==> config.mk <==
export PLATFORM = sky130hd
export DESIGN_NAME = line_buffer_sequencer
export DESIGN_NICKNAME = d
export VERILOG_FILES = /design/src/rtl/line_buffer_sequencer_pkg.sv /design/src/rtl/line_buffer_sequencer.sv
export SDC_FILE = /design/constraint.sdc
export NUM_CORES = 1
export LEC_CHECK = 0
export ABC_AREA = 1
export ABC_CLOCK_PERIOD_IN_PS = 1950
export CAP_MARGIN = 20
export CORE_UTILIZATION = 35
export DETAILED_ROUTE_END_ITERATION = 12
export GPL_TIMING_DRIVEN = 0
export SYNTH_ARGS = -nofsm -noshare
export SYNTH_HDL_FRONTEND = slang
export SYNTH_SLANG_ARGS = --single-unit
==> constraint.sdc <==
create_clock -name axis_clk -period 1.95 [get_ports axis_clk]
set_input_delay 0.39 -clock axis_clk [delete_from_list [all_inputs] [get_ports axis_clk]]
set_output_delay 0.39 -clock axis_clk [all_outputs]
set_load 0.005 [all_outputs]
==> src/rtl/line_buffer_sequencer_pkg.sv <==
// Shared definitions for the 3x3 filter front end: geometry defaults, the
// sequencer state encoding and the mod-4 line-buffer pointer increment.
package line_buffer_sequencer_pkg;

    localparam int DEF_IMG_WIDTH = 512;
    localparam int DEF_NUM_LB    = 4;
    localparam int DEF_CNT_W     = 12;

    typedef enum logic {
        IDLE = 1'b0,
        RD   = 1'b1
    } state_t;

    function automatic logic [1:0] ptr_inc(input logic [1:0] p);
        return p + 2'd1;
    endfunction

endpackage

==> src/rtl/line_buffer_sequencer.sv <==
// Line-buffer sequencer: rotates pixel writes across the line buffers and,
// once three lines are held, strobes 3-row window reads and interrupts the host.
module line_buffer_sequencer
    import line_buffer_sequencer_pkg::*;
#(
    parameter int IMG_WIDTH = DEF_IMG_WIDTH,
    parameter int NUM_LB    = DEF_NUM_LB,
    parameter int CNT_W     = DEF_CNT_W
) (
    input  logic              axis_clk,
    input  logic              axis_resetn,
    input  logic              i_datavalid,
    output logic              s_axis_ready,
    input  logic              m_axis_ready,
    output logic [NUM_LB-1:0] o_lb_wr_en,
    output logic [NUM_LB-1:0] o_lb_rd_en,
    output logic [1:0]        o_rd_sel,
    output logic              o_win_valid,
    output logic              intr,
    output logic              o_ovf
);

    localparam int               PIX_W    = (IMG_WIDTH > 1) ? $clog2(IMG_WIDTH) : 1;
    localparam logic [CNT_W-1:0] FULL_CNT = CNT_W'(NUM_LB * IMG_WIDTH);
    localparam logic [CNT_W-1:0] WIN_CNT  = CNT_W'(3 * IMG_WIDTH);
    localparam logic [PIX_W-1:0] LAST_PIX = PIX_W'(IMG_WIDTH - 1);

    state_t            r_state;
    state_t            w_next_state;
    logic [CNT_W-1:0]  r_total_cnt;
    logic [PIX_W-1:0]  r_wr_cnt;
    logic [PIX_W-1:0]  r_rd_cnt;
    logic [1:0]        r_wr_ptr;
    logic [1:0]        r_rd_ptr;
    logic              r_win_valid;
    logic              r_intr;
    logic              r_ovf;
    logic              w_acc;
    logic              w_rd;
    logic              w_wr_last;
    logic              w_rd_last;
    logic [NUM_LB-1:0] w_rd_en;

    assign s_axis_ready = (r_total_cnt < FULL_CNT);
    // Qualified with reset so no write enable leaks out while held in reset.
    assign w_acc        = i_datavalid & s_axis_ready & axis_resetn;
    assign w_wr_last    = w_acc && (r_wr_cnt == LAST_PIX);
    assign w_rd_last    = w_rd && (r_rd_cnt == LAST_PIX);
    assign o_lb_wr_en   = w_acc ? (NUM_LB'(1) << r_wr_ptr) : '0;

    always_ff @(posedge axis_clk or negedge axis_resetn) begin
        if (!axis_resetn) begin
            r_state <= IDLE;
        end else begin
            r_state <= w_next_state;
        end
    end

    always_comb begin
        w_next_state = r_state;
        case (r_state)
            IDLE:    if (r_total_cnt >= WIN_CNT) w_next_state = RD;
            RD:      if (w_rd_last) w_next_state = IDLE;
            default: w_next_state = IDLE;
        endcase
    end

    always_comb begin
        w_rd    = (r_state == RD) & m_axis_ready;
        w_rd_en = '0;
        if (w_rd) begin
            w_rd_en = (NUM_LB'(1) << r_rd_ptr)
                    | (NUM_LB'(1) << ptr_inc(r_rd_ptr))
                    | (NUM_LB'(1) << ptr_inc(ptr_inc(r_rd_ptr)));
        end
    end

    always_ff @(posedge axis_clk or negedge axis_resetn) begin
        if (!axis_resetn) begin
            r_total_cnt <= '0;
            r_wr_cnt    <= '0;
            r_rd_cnt    <= '0;
            r_wr_ptr    <= '0;
            r_rd_ptr    <= '0;
            r_win_valid <= 1'b0;
            r_intr      <= 1'b0;
            r_ovf       <= 1'b0;
        end else begin
            if (w_acc) begin
                if (w_wr_last) begin
                    r_wr_cnt <= '0;
                    r_wr_ptr <= ptr_inc(r_wr_ptr);
                end else begin
                    r_wr_cnt <= r_wr_cnt + PIX_W'(1);
                end
            end
            if (w_rd) begin
                if (w_rd_last) begin
                    r_rd_cnt <= '0;
                    r_rd_ptr <= ptr_inc(r_rd_ptr);
                end else begin
                    r_rd_cnt <= r_rd_cnt + PIX_W'(1);
                end
            end
            // Each read strobe retires one pixel of the top row.
            if (w_acc && !w_rd) begin
                r_total_cnt <= r_total_cnt + CNT_W'(1);
            end else if (w_rd && !w_acc) begin
                r_total_cnt <= r_total_cnt - CNT_W'(1);
            end
            r_win_valid <= w_rd;
            r_intr      <= w_rd_last;
            if (i_datavalid && !s_axis_ready) begin
                r_ovf <= 1'b1;
            end
        end
    end

    assign o_lb_rd_en  = w_rd_en;
    assign o_rd_sel    = r_rd_ptr;
    assign o_win_valid = r_win_valid;
    assign intr        = r_intr;
    assign o_ovf       = r_ovf;

endmodule

# Yosys cells after proc, flatten, opt, wreduce, memory -nomap -nowiden
# Index checks and enable logic that the tools add are counted.
# word_totals
register_bits	38
latchBits	0
ramBits	0
mem_bits_ro	0
memories	0
# classes
addsub	7
n_mul	0
div	0
order_cmp	2
eq_ne	2
shifts	4
muxes	9
bitwise_logic	6
reduce_logical	11
# ops
cell	n
two-way mux 12 bit	2
adder 9 x 1 -> 9 bit, second input constant	2
== test 9 bit, second input constant	2
two-way mux 9 bit	2
left shift 1 x 2 -> 4 bit, first input constant	4
adder 12 x 1 -> 12 bit, second input constant	1
>= comparator 12 x 11 -> 1 bit, second input constant	1
less-than comparator 12 bit, second input constant	1
subtractor 12 x 1 -> 12 bit, second input constant	1
two-way mux 4 bit	2
bitwise OR 4 bit	2
adder 2 x 1 -> 2 bit, second input constant	3
logical AND 1 bit	5
AND reduction 2 bit	2
bitwise AND 1 bit	3
zero test 1 bit	3
two-way mux 1 bit	2
one-hot mux 1 bit (2 select lines)	1
nonzero test 2 bit	1
inverter 1 bit	1

# Longest topological paths before layout
# Gate-level depths: netlist of the first run.
# logic_depth
ltp_word	7
depth_mapped	15
ltp_nobuf	15

# Worst setup path after synthesis of the first run
# Ideal clock, no wire load.
# synth_timing
path_kind	input -> register
from	input m_axis_ready
to	register r_total_cnt[5]
setup_ps	118
t_arrival_ps	2049
required_ps	1832
setup_slack_ps	-216
stages	12
path_buffers	1
path_cell_list	nand2_2 -> buf_2 -> ha_1 -> inv_1 -> ha_1 -> nand2_1 -> nand3_2 -> nand2_1 -> nand2_1 -> or2_1 -> nand3_1 -> nand2_1
# synth_between
elab_chain_len	4
# synth_lines
element	line	rtl
start: declaration	line_buffer_sequencer.sv:14	input logic m_axis_ready,
bitwise AND 1 bit (*)	line_buffer_sequencer.sv:69	w_rd = (r_state == RD) & m_axis_ready;
zero test 1 bit	line_buffer_sequencer.sv:106	if (w_acc && !w_rd) begin
logical AND 1 bit	line_buffer_sequencer.sv:106	
two-way mux 12 bit / nonzero test 2 bit (equally long branches)	--	
end signal: assignment	line_buffer_sequencer.sv:107	r_total_cnt <= r_total_cnt + CNT_W'(1);
end signal: assignment	line_buffer_sequencer.sv:109	r_total_cnt <= r_total_cnt - CNT_W'(1);
end: declaration	line_buffer_sequencer.sv:30	logic [CNT_W-1:0] r_total_cnt;
# Mark *: on every way between the ends. The rest lies on a longest branch, timed or not.
# A chain may end at the register's enable or synchronous reset.

# Final worst setup path of the first run
# layout_timing
from	register r_total_cnt[11]
to	register r_total_cnt[5]
# layout_between
elab_chain_len	6
# layout_lines
element	line	rtl
less-than comparator 12 bit (*)	line_buffer_sequencer.sv:44	assign s_axis_ready = (r_total_cnt < FULL_CNT);
bitwise AND 1 bit (*) (2 in series)	line_buffer_sequencer.sv:46	assign w_acc = i_datavalid & s_axis_ready & axis_resetn;
via w_acc	line_buffer_sequencer.sv:38	logic w_acc;
zero test 1 bit	line_buffer_sequencer.sv:108	end else if (w_rd && !w_acc) begin
logical AND 1 bit	line_buffer_sequencer.sv:108	
nonzero test 2 bit (no source line)	--	
# The timed path passes the listed nets; every way through them passes the cells marked *.

==> results of run 1 <==
==> registers in the layout, indices dropped and copies added (netlist names), 2 cells and up <==
signal / flops
r_total_cnt: 12
r_rd_cnt: 9
r_wr_cnt: 9
o_rd_sel: 2
r_wr_ptr: 2
==> timing repair <==
action	4_1_cts	5_1_grt
hold endpoints to repair	10	0
hold buffers	1	0
gates resized for setup	31	22
setup buffers	19	2
endpoints found under the setup margin	17	18
pin swaps	9	10
cloned	2	0
==> critical path: stages, from the launching register on <==
cell	delay (ns)
dfrtp_1	0.39
inv_2	0.08
nand3_4	0.09
inv_4	0.09
ha_4	0.23
inv_8	0.08
ha_4	0.27
nand2_2	0.10
nand3_4	0.09
nand2_1	0.08
nand2_1	0.06
or2_1	0.20
nand3_1	0.06
nand2_1	0.05
==> layout make-up <==
cell class	instances	area, um2
Timing Repair Buffer	41	386.6
Fill cell	630	3412
Clock inverter	2	60.06
Buffer	4	31.28
Multi-Input combinational cell	226	1515
Clock buffer	6	82.58
Tap cell	96	120.1
Sequential cell	38	950.9
Timing Repair inverter	1	11.26
Inverter	57	224.0
==> Yosys cell counts, types with 2 or more instances <==
| cell type | count |
|---|---|
| nor2_2 | 3 |
| buf_2 | 2 |
| nand2_1 | 86 |
| inv_2 | 3 |
| xor2_1 | 4 |
| inv_1 | 54 |
| a21oi_1 | 11 |
| a22oi_1 | 2 |
| ha_1 | 24 |
| dfrtp_1 | 38 |
| a31oi_1 | 3 |
| nand2_2 | 2 |
| nand3_1 | 20 |
| xnor2_1 | 4 |
| nand4_1 | 4 |
| o21ai_0 | 13 |
| nor2_1 | 30 |
| nor3_1 | 6 |
| o21ai_1 | 2 |
==> metal layers <==
metal | vias up | routed length [um] | track usage
met3 | 7 | 96 | 0.02695
met4 | 0 | 49 | 0.04394
met1 | 1009 | 2527 | 0.2039
met2 | 22 | 2769 | 0.2706
met5 | - | 0 | 0
li1 | 1123 | - | -
==> layout by cell type, fill, tap and decap left out, drive strengths merged, types with 3 or more instances in the layout <==
master / netlist / routed
inv: 57 / 58
o21ai: 16 / 16
nor3: 7 / 7
xor2: 4 / 4
a21oi: 11 / 11
dfrtp: 38 / 38
clkbuf: 1 / 7
nand4: 4 / 4
ha: 24 / 24
nor2: 34 / 34
dlygate4sd2: 0 / 8
a31oi: 3 / 3
clkdlybuf4s50: 0 / 6
xnor2: 4 / 4
nand3: 22 / 22
nand2: 88 / 88
buf: 3 / 26
==> kinds of logic after synthesis <==
| kind of cell | share of synthesized area |
|---|---|
| and+or+nand+nor | 0.2830 |
| buffers and inverters | 0.09685 |
| DFF | 0.3854 |
| AOI/OAI and AO/OA | 0.07657 |
| adders and majority gates | 0.1298 |
| xor gates and xnor gates | 0.02839 |
==> power breakdown <==
part           leakage, nW  internal [mW]  switching (mW)  total (mW)
clock               0.0714          0.546           0.290       0.836
sequential           0.437           1.10           0.274        1.37
combinational         1.22           1.27            1.47        2.73
==> worst paths after layout <==
kind	slack [ns]	cells after the start	to
max	-0.02	13	r_total_cnt[5]
min	0.01	2	o_ovf
max reg2reg	-0.02	13	r_total_cnt[5]
min reg2reg	0.45	1	r_rd_cnt[6]
max in group asynchronous	1.01	2	r_total_cnt[4]
min in group axis_clk	0.45	1	r_rd_cnt[6]
==> stage by stage <==
stage	area [um2]	utilization	hold slack (ns)
finish	3382	0.4978	0.01049
global route	3382	0.4978	0.001862
CTS	3286	0.4836	0.000003997
detailed placement	2819	0.4149	0.2975
global placement	2804	0.4127	0.4394
floorplan	2514	-	0.09441
==> impl_metrics.tcl, run 1 <==
set metrics [dict create \
    die_x_um 85.96 \
    place_inst 439 \
    initial_utilization 0.3632 \
    critPathLaunch "r_total_cnt[11]" \
    finalSetupViolations 3 \
    vias 2161 \
    drc 0 \
    power_density_nw_per_um2 1460 \
    cp.required_ns 2.14 \
    post_route_cells_drive_above_1_share 0.2320 \
    ys_seq_area_frac 0.3854 \
    holdCritPathClass "input pin to async pin" \
    pin_count 18 \
    path_clk_slew_ns 0.08 \
    clock_path_buffers 2 \
    worst_pin_slew_ns 0.4858 \
    grt_remaining_overflow 0 \
    syn_area_per_cell_um2 7.592 \
    ys_seq_elements 38 \
    antenna_found_initial 0 \
    hold_viol 0 \
    violations "setup timing" \
    first_global_vias 2109 \
    wirelength_mm 5.442 \
    synth_edf_count 0 \
    timing.final.ws_setup_ns -0.02495 \
    via_per_inst 4.588 \
    dieArea_um2 7389 \
    dp_slack_ns -0.6740 \
    drt-initial-drc-count 116 \
    cts_num_sinks 38 \
    synthTopCellsByArea "dfrtp_1, nand2_1, ha_1" \
    netlist_area_um2 2467 \
    rsz0062_at_grt "true" \
    p_leak_nw 1.726 \
    outcome "complete, but fails checks" \
    netlist.area_leader.share 0.3854 \
    fmax_mhz 506.3 \
    htreeDepth 2 \
    wire_per_inst_um 11.55 \
    antenna_left 0 \
    drtPass1Iterations 5 \
    maxCapViolations 0 \
    reg2reg_from "r_total_cnt[11]" \
    grt_max_degree 16 \
    gp_congestion 0.7971 \
    worstSkewPairLatency_ns 0.29 \
    rows 30 \
    fin_crit_ns 1.975 \
    syn-instance-count 325 \
    fin_cells 471 \
    cts_buffers 5 \
    drv_slew 0 \
    synth_nets 354 \
    start_kind "register" \
    cp.arrival_ns 2.16 \
    fin_worst_skew_ns 0.01194 \
    portBuffers 17 \
    ys_types 33 \
    dieHeight_um 85.96 \
    slew_headroom 0.6750 \
    report.power.total_mw 4.937 \
    cts_root_buf "clkbuf_8" \
    diodes 0 \
    ir_drop_mv 0.6562 \
    ys_async_sr_fraction 1.000 \
    worst-path-max-fanout 6 \
    syn_to_final_growth_pct 37.07 \
    place_hpwl_mm 3.544 \
    cts_tree "yes" \
    fin_crit_sh 1.013 \
    synth_largest_area_cell "dfrtp_1" \
    tns_ns -0.05220 \
    coreArea_um2 6794 \
    track_usage 0.1575 \
    worstSetupPathType "register to register" \
    end_kind "register" \
    grt_first_pass_wirelength_mm 9.252 \
    nets 403 \
    synth-main-ff-cell "dfrtp_1" \
    yosysWarnings 0 \
]
No activity file was read; power rests on OpenSTA's default activity.
==> run 2: changes to the inputs <==
CORE_MARGIN = 2   (was default)
==> impl_metrics.tcl, run 2 (synthesis results as in run 1) <==
set metrics [dict create \
    fin_cells 476 \
    track_usage 0.1558 \
    fmax_mhz 498.9 \
    power_density_nw_per_um2 1395 \
    worst-path-max-fanout 6 \
    worst_pin_slew_ns 0.3118 \
    post_route_cells_drive_above_1_share 0.2737 \
    grt_remaining_overflow 0 \
    mostFrequentLayoutCells "nand2_1, inv_1, dfrtp_1, nor2_1, buf_4" \
    holdCritPathClass "input pin to async pin" \
    wire_per_inst_um 11.61 \
    antenna_left 0 \
    fill_cells 629 \
    fin_hold_ws_ns 0.1763 \
    drt-initial-drc-count 79 \
    cts_buffers 5 \
    fin_util 0.5055 \
    place_hpwl_mm 3.588 \
    finalSetupViolations 5 \
    final_common_cell "nand2_1" \
    die_x_um 87.96 \
    path_clk_slew_ns 0.09 \
    cts_num_sinks 38 \
    fin_worst_skew_ns 0.01505 \
    violations "setup timing" \
    cp_slowest_cell "dfrtp_1" \
    gp_congestion 0.8105 \
    clock_path_buffers 2 \
    p_leak_nw 1.727 \
    grt-busiest-layer "met2" \
    syn_to_final_growth_pct 39.20 \
    place_inst 439 \
    worstSkewPairLatency_ns 0.30 \
    ir_drop_mv 0.5791 \
    timing.final.ws_setup_ns -0.05457 \
    cts_root_buf "clkbuf_8" \
    use_met3 0.04053 \
    outcome "complete, but fails checks" \
    portBuffers 17 \
    dieArea_um2 7737 \
    wirelength_mm 5.528 \
    reg.largest.list "r_total_cnt (12), r_rd_cnt (9), r_wr_cnt (9)" \
    drc 0 \
    crit_path_frequent_cell "nand2_1" \
    met1_usage 0.1897 \
    rows 30 \
    htreeDepth 2 \
    grt_first_pass_wirelength_mm 9.411 \
    end_kind "register" \
    grt_max_degree 18 \
    cpPeakStageDelay_ns 0.41 \
    via_per_inst 4.649 \
    coreArea_um2 6794 \
    fin_crit_ns 2.005 \
    antenna_found_initial 0 \
    fin_crit_sh 1.028 \
    rsz0062_at_grt "true" \
    start_kind "register" \
    cp.required_ns 2.15 \
    drv_slew 0 \
    dp_slack_ns -0.6337 \
    worstSetupPathType "register to register" \
    slew_headroom 0.7921 \
    first_global_vias 2185 \
    dieHeight_um 87.96 \
    diodes 0 \
    initial_utilization 0.3632 \
    pin_count 18 \
    hold_viol 0 \
    cp.arrival_ns 2.20 \
    maxCapViolations 0 \
    use_met2 0.2548 \
    regMostFlops "r_total_cnt" \
    drtPass1Iterations 4 \
    nets 408 \
    largest_register_ffs 12 \
    cts_tree "yes" \
    vias 2213 \
    cp_cell_sequence "inv_2 > nand3_4 > inv_4 > ha_4 > inv_8 > ha_4 > nand3_2 > nand3_4 > nand2_1 > nand2_1 > or2_1 > nand3_1 > nand2_1" \
]
run 2: cell count changes in the layout (fill, tap and decap cells not counted), sizes merged:
cell,delta
buf,+5
bufinv,-2
clkinv,+1
clkinvlp,+1
run 2: path summary, 6_finish.rpt:
path,depth (start not counted),start,slack [ns],to
max in group asynchronous,2,axis_resetn,1.19,r_total_cnt[4]
hold / removal,2,axis_resetn,0.18,r_total_cnt[9]
setup / recovery,13,r_total_cnt[11],-0.05,r_total_cnt[5]
hold reg to reg,1,r_rd_cnt[5],0.44,r_rd_cnt[6]
setup reg to reg,13,r_total_cnt[11],-0.05,r_total_cnt[5]
min in group axis_clk,1,r_rd_cnt[5],0.44,r_rd_cnt[6]
run 2: layer usage:
layer | wire (um) | share of wire
met2 | 2627 | 0.48
met4 | 230 | 0.042
met1 | 2511 | 0.45
met3 | 158 | 0.029
met5 | 0 | 0
run 2: per-stage QoR:
stage / setup TNS (ns) / cell area (um2) / total power [mW]
6_report: -0.1324 / 3435 / 4.792
3_3_place_gp: -65.13 / 2804 / 3.399
5_1_grt: -0.7808 / 3435 / 5.299
4_1_cts: -0.08563 / 3268 / 4.506
3_5_place_dp: -7.249 / 2819 / 3.449
2_1_floorplan: 0 / 2514 / 2.965
run 2: report_power, final:
group	internal, mW	total [mW]	switching (mW)
combinational	1.30	2.83	1.53
clock	0.285	0.582	0.297
sequential	1.10	1.38	0.283
total	2.68	4.79	2.11
run 2: worst max-delay path, delay by kind of cell, from the launching register on:
family                     cells  cell delay, ns
and+or+nand+nor                8            0.73
adders and majority gates      2            0.47
DFF                            1            0.41
buffers and inverters          3            0.26
run 2: timing repair:
item                                    CTS  global route
hold buffers                              1             0
buffers inserted                         19             7
pin swaps                                13             6
resized for setup                        43            27
cloned                                    2             0
endpoints found under the setup margin   17            18
endpoints found under the hold margin     5             0
run 2: final cells by class:
cell class                      count  area (um2)  area share
Multi-Input combinational cell    226        1560      0.4543
Sequential cell                    38       952.2      0.2772
Timing Repair Buffer               46       436.7      0.1271
Inverter                           57       224.0     0.06521
Tap cell                           96       120.1     0.03497
Clock buffer                        6       82.58     0.02404
Buffer                              4       35.03     0.01020
Clock inverter                      2       12.51    0.003643
Timing Repair inverter              1       11.26    0.003279
==> run 3: changes to the inputs <==
CORE_UTILIZATION = 53   (was 35)
PLACE_DENSITY = 0.76   (was default)
==> impl_metrics.tcl, run 3 (synthesis results as in run 1) <==
set metrics [dict create \
    drv_slew 0 \
    fin_crit_sh 1.057 \
    hold_viol 13 \
    tns_ns -0.5524 \
    wire_per_inst_um 14.12 \
    finalSetupViolations 8 \
    worstSetupPathType "register to register" \
    maxCapViolations 0 \
    first_global_vias 2175 \
    fin_cells 424 \
    p_leak_nw 1.683 \
    htreeDepth 2 \
    report.power.total_mw 4.675 \
    worstSkewPairLatency_ns 0.31 \
    via_per_inst 5.311 \
    r2r_slack_ns -0.11 \
    crit_path_frequent_cell "nand3_1" \
    portBuffers 17 \
    coreArea_um2 4414 \
    slew_headroom 0.6696 \
    worst-path-max-fanout 6 \
    die_x_um 72.23 \
    grt_remaining_overflow 0 \
    cp.required_ns 2.15 \
    rsz0062_at_grt "true" \
    violations "hold timing, setup timing" \
    post_route_cells_drive_above_1_share 0.2204 \
    antenna_found_initial 0 \
    pin_count 18 \
    wirelength_mm 5.985 \
    initial_utilization 0.5590 \
    regMostFlops "r_total_cnt" \
    fin_hold_ws_ns -0.001813 \
    place_hpwl_mm 3.517 \
    clock_path_buffers 2 \
    seqCellArea_um2 952.2 \
    outcome "complete, but fails checks" \
    cp_cell_sequence "inv_2 > nand3_4 > inv_4 > ha_4 > inv_8 > buf_6 > ha_4 > nand2_2 > nor2_1 > nand3_1 > nand3_1 > nand2_1 > nand3_1 > nand2_1" \
    end_kind "register" \
    cp.arrival_ns 2.26 \
    start_kind "register" \
    fill_cells 309 \
    vias 2252 \
    dieArea_um2 5217 \
    cp_slowest_cell "dfrtp_2" \
    dp_slack_ns -0.6561 \
    final_common_cell "nand2_1" \
    timing.final.ws_setup_ns -0.1120 \
    largest_register_ffs 12 \
    reg.largest.list "r_total_cnt (12), r_rd_cnt (9), r_wr_cnt (9)" \
    place_inst 395 \
    holdCritPathClass "input pin to async pin" \
    cts_root_buf "clkbuf_8" \
    grt_first_pass_wirelength_mm 9.694 \
    drc 0 \
    track_usage 0.2379 \
    drt-initial-drc-count 191 \
    cts_buffers 5 \
    grt_max_degree 16 \
    path_clk_slew_ns 0.08 \
    cpPeakStageDelay_ns 0.41 \
    nets 401 \
    gp_congestion 0.8775 \
    mostFrequentLayoutCells "nand2_1, inv_1, dfrtp_1, nor2_1" \
    antenna_left 0 \
    power_density_nw_per_um2 1443 \
    ir_drop_mv 0.7847 \
    diodes 0 \
    drtPass1Iterations 6 \
    reg2reg_from "r_total_cnt[11]" \
    fmax_mhz 485.0 \
    rr_worst_depth 14 \
    fin_crit_ns 2.062 \
    syn_to_final_growth_pct 31.29 \
    dieHeight_um 72.23 \
    worst_pin_slew_ns 0.4940 \
    fin_worst_skew_ns 0.01373 \
    r2r-end "r_total_cnt[10]" \
    multi_input_comb_area_um2 1501 \
    rows 24 \
    cts_num_sinks 38 \
    cts_tree "yes" \
]
==> run 3: final cells by class <==
cell class / count / area share
timing repair buffer: 39 / 0.1159
timing repair inverter: 1 / 0.003476
clock buffer: 5 / 0.02124
buffer: 4 / 0.009656
tap: 52 / 0.02008
sequential: 38 / 0.2939
multi-input combinational: 226 / 0.4635
inverter: 57 / 0.06914
clock inverter: 2 / 0.003090
==> run 3: critical path, delay by kind of cell, from the launching register on <==
kind / cells / cell delay [ns]
and+or+nand+nor: 8 / 0.67
adders and majority gates: 2 / 0.50
DFF: 1 / 0.41
buffers and inverters: 4 / 0.36
==> run 3: where the power goes <==
part / switching [mW] / leakage, nW / total, mW / internal, mW
logic: 1.56 / 1.20 / 2.75 / 1.20
clock network: 0.300 / 0.0438 / 0.540 / 0.240
registers: 0.285 / 0.436 / 1.38 / 1.10
==> run 3: worst max path at each step <==
stage | slack (ns) | depth (start not counted) | startpoint | endpoint
floorplan | 0.04 | 13 | r_total_cnt[11] | r_total_cnt[5]
global placement | -2.02 | 13 | axis_resetn | r_total_cnt[9]
detailed placement | -0.66 | 14 | axis_resetn | r_total_cnt[10]
CTS | -0.04 | 14 | r_total_cnt[11] | r_total_cnt[10]
global route | -0.21 | 16 | r_total_cnt[11] | r_total_cnt[10]
finish | -0.11 | 14 | r_total_cnt[11] | r_total_cnt[10]
==> run 3: routing by layer <==
| layer | part of all wire | up-vias | global-route usage |
|---|---|---|---|
| met5 | 0 | - | 0 |
| met4 | 0.030 | 0 | 0.08595 |
| met3 | 0.055 | 21 | 0.05000 |
| met2 | 0.50 | 76 | 0.4027 |
| met1 | 0.42 | 1040 | 0.3006 |
| li1 | - | 1115 | - |
==> run 3: through the flow <==
stage,utilization,instance area (um2)
floorplan,-,2514
global placement,0.6227,2749
detailed placement,0.6261,2764
CTS,0.7143,3153
global route,0.7338,3239
finish,0.7338,3239
==> run 3: repair_timing <==
action                                 4_1_cts  5_1_grt
pin swaps                                   11        9
setup endpoints to repair                   17       15
endpoints found under the hold margin        9        1
hold buffers                                 1        1
cloned                                       3        0
setup buffers                               13        4
gates resized for setup                     41       15
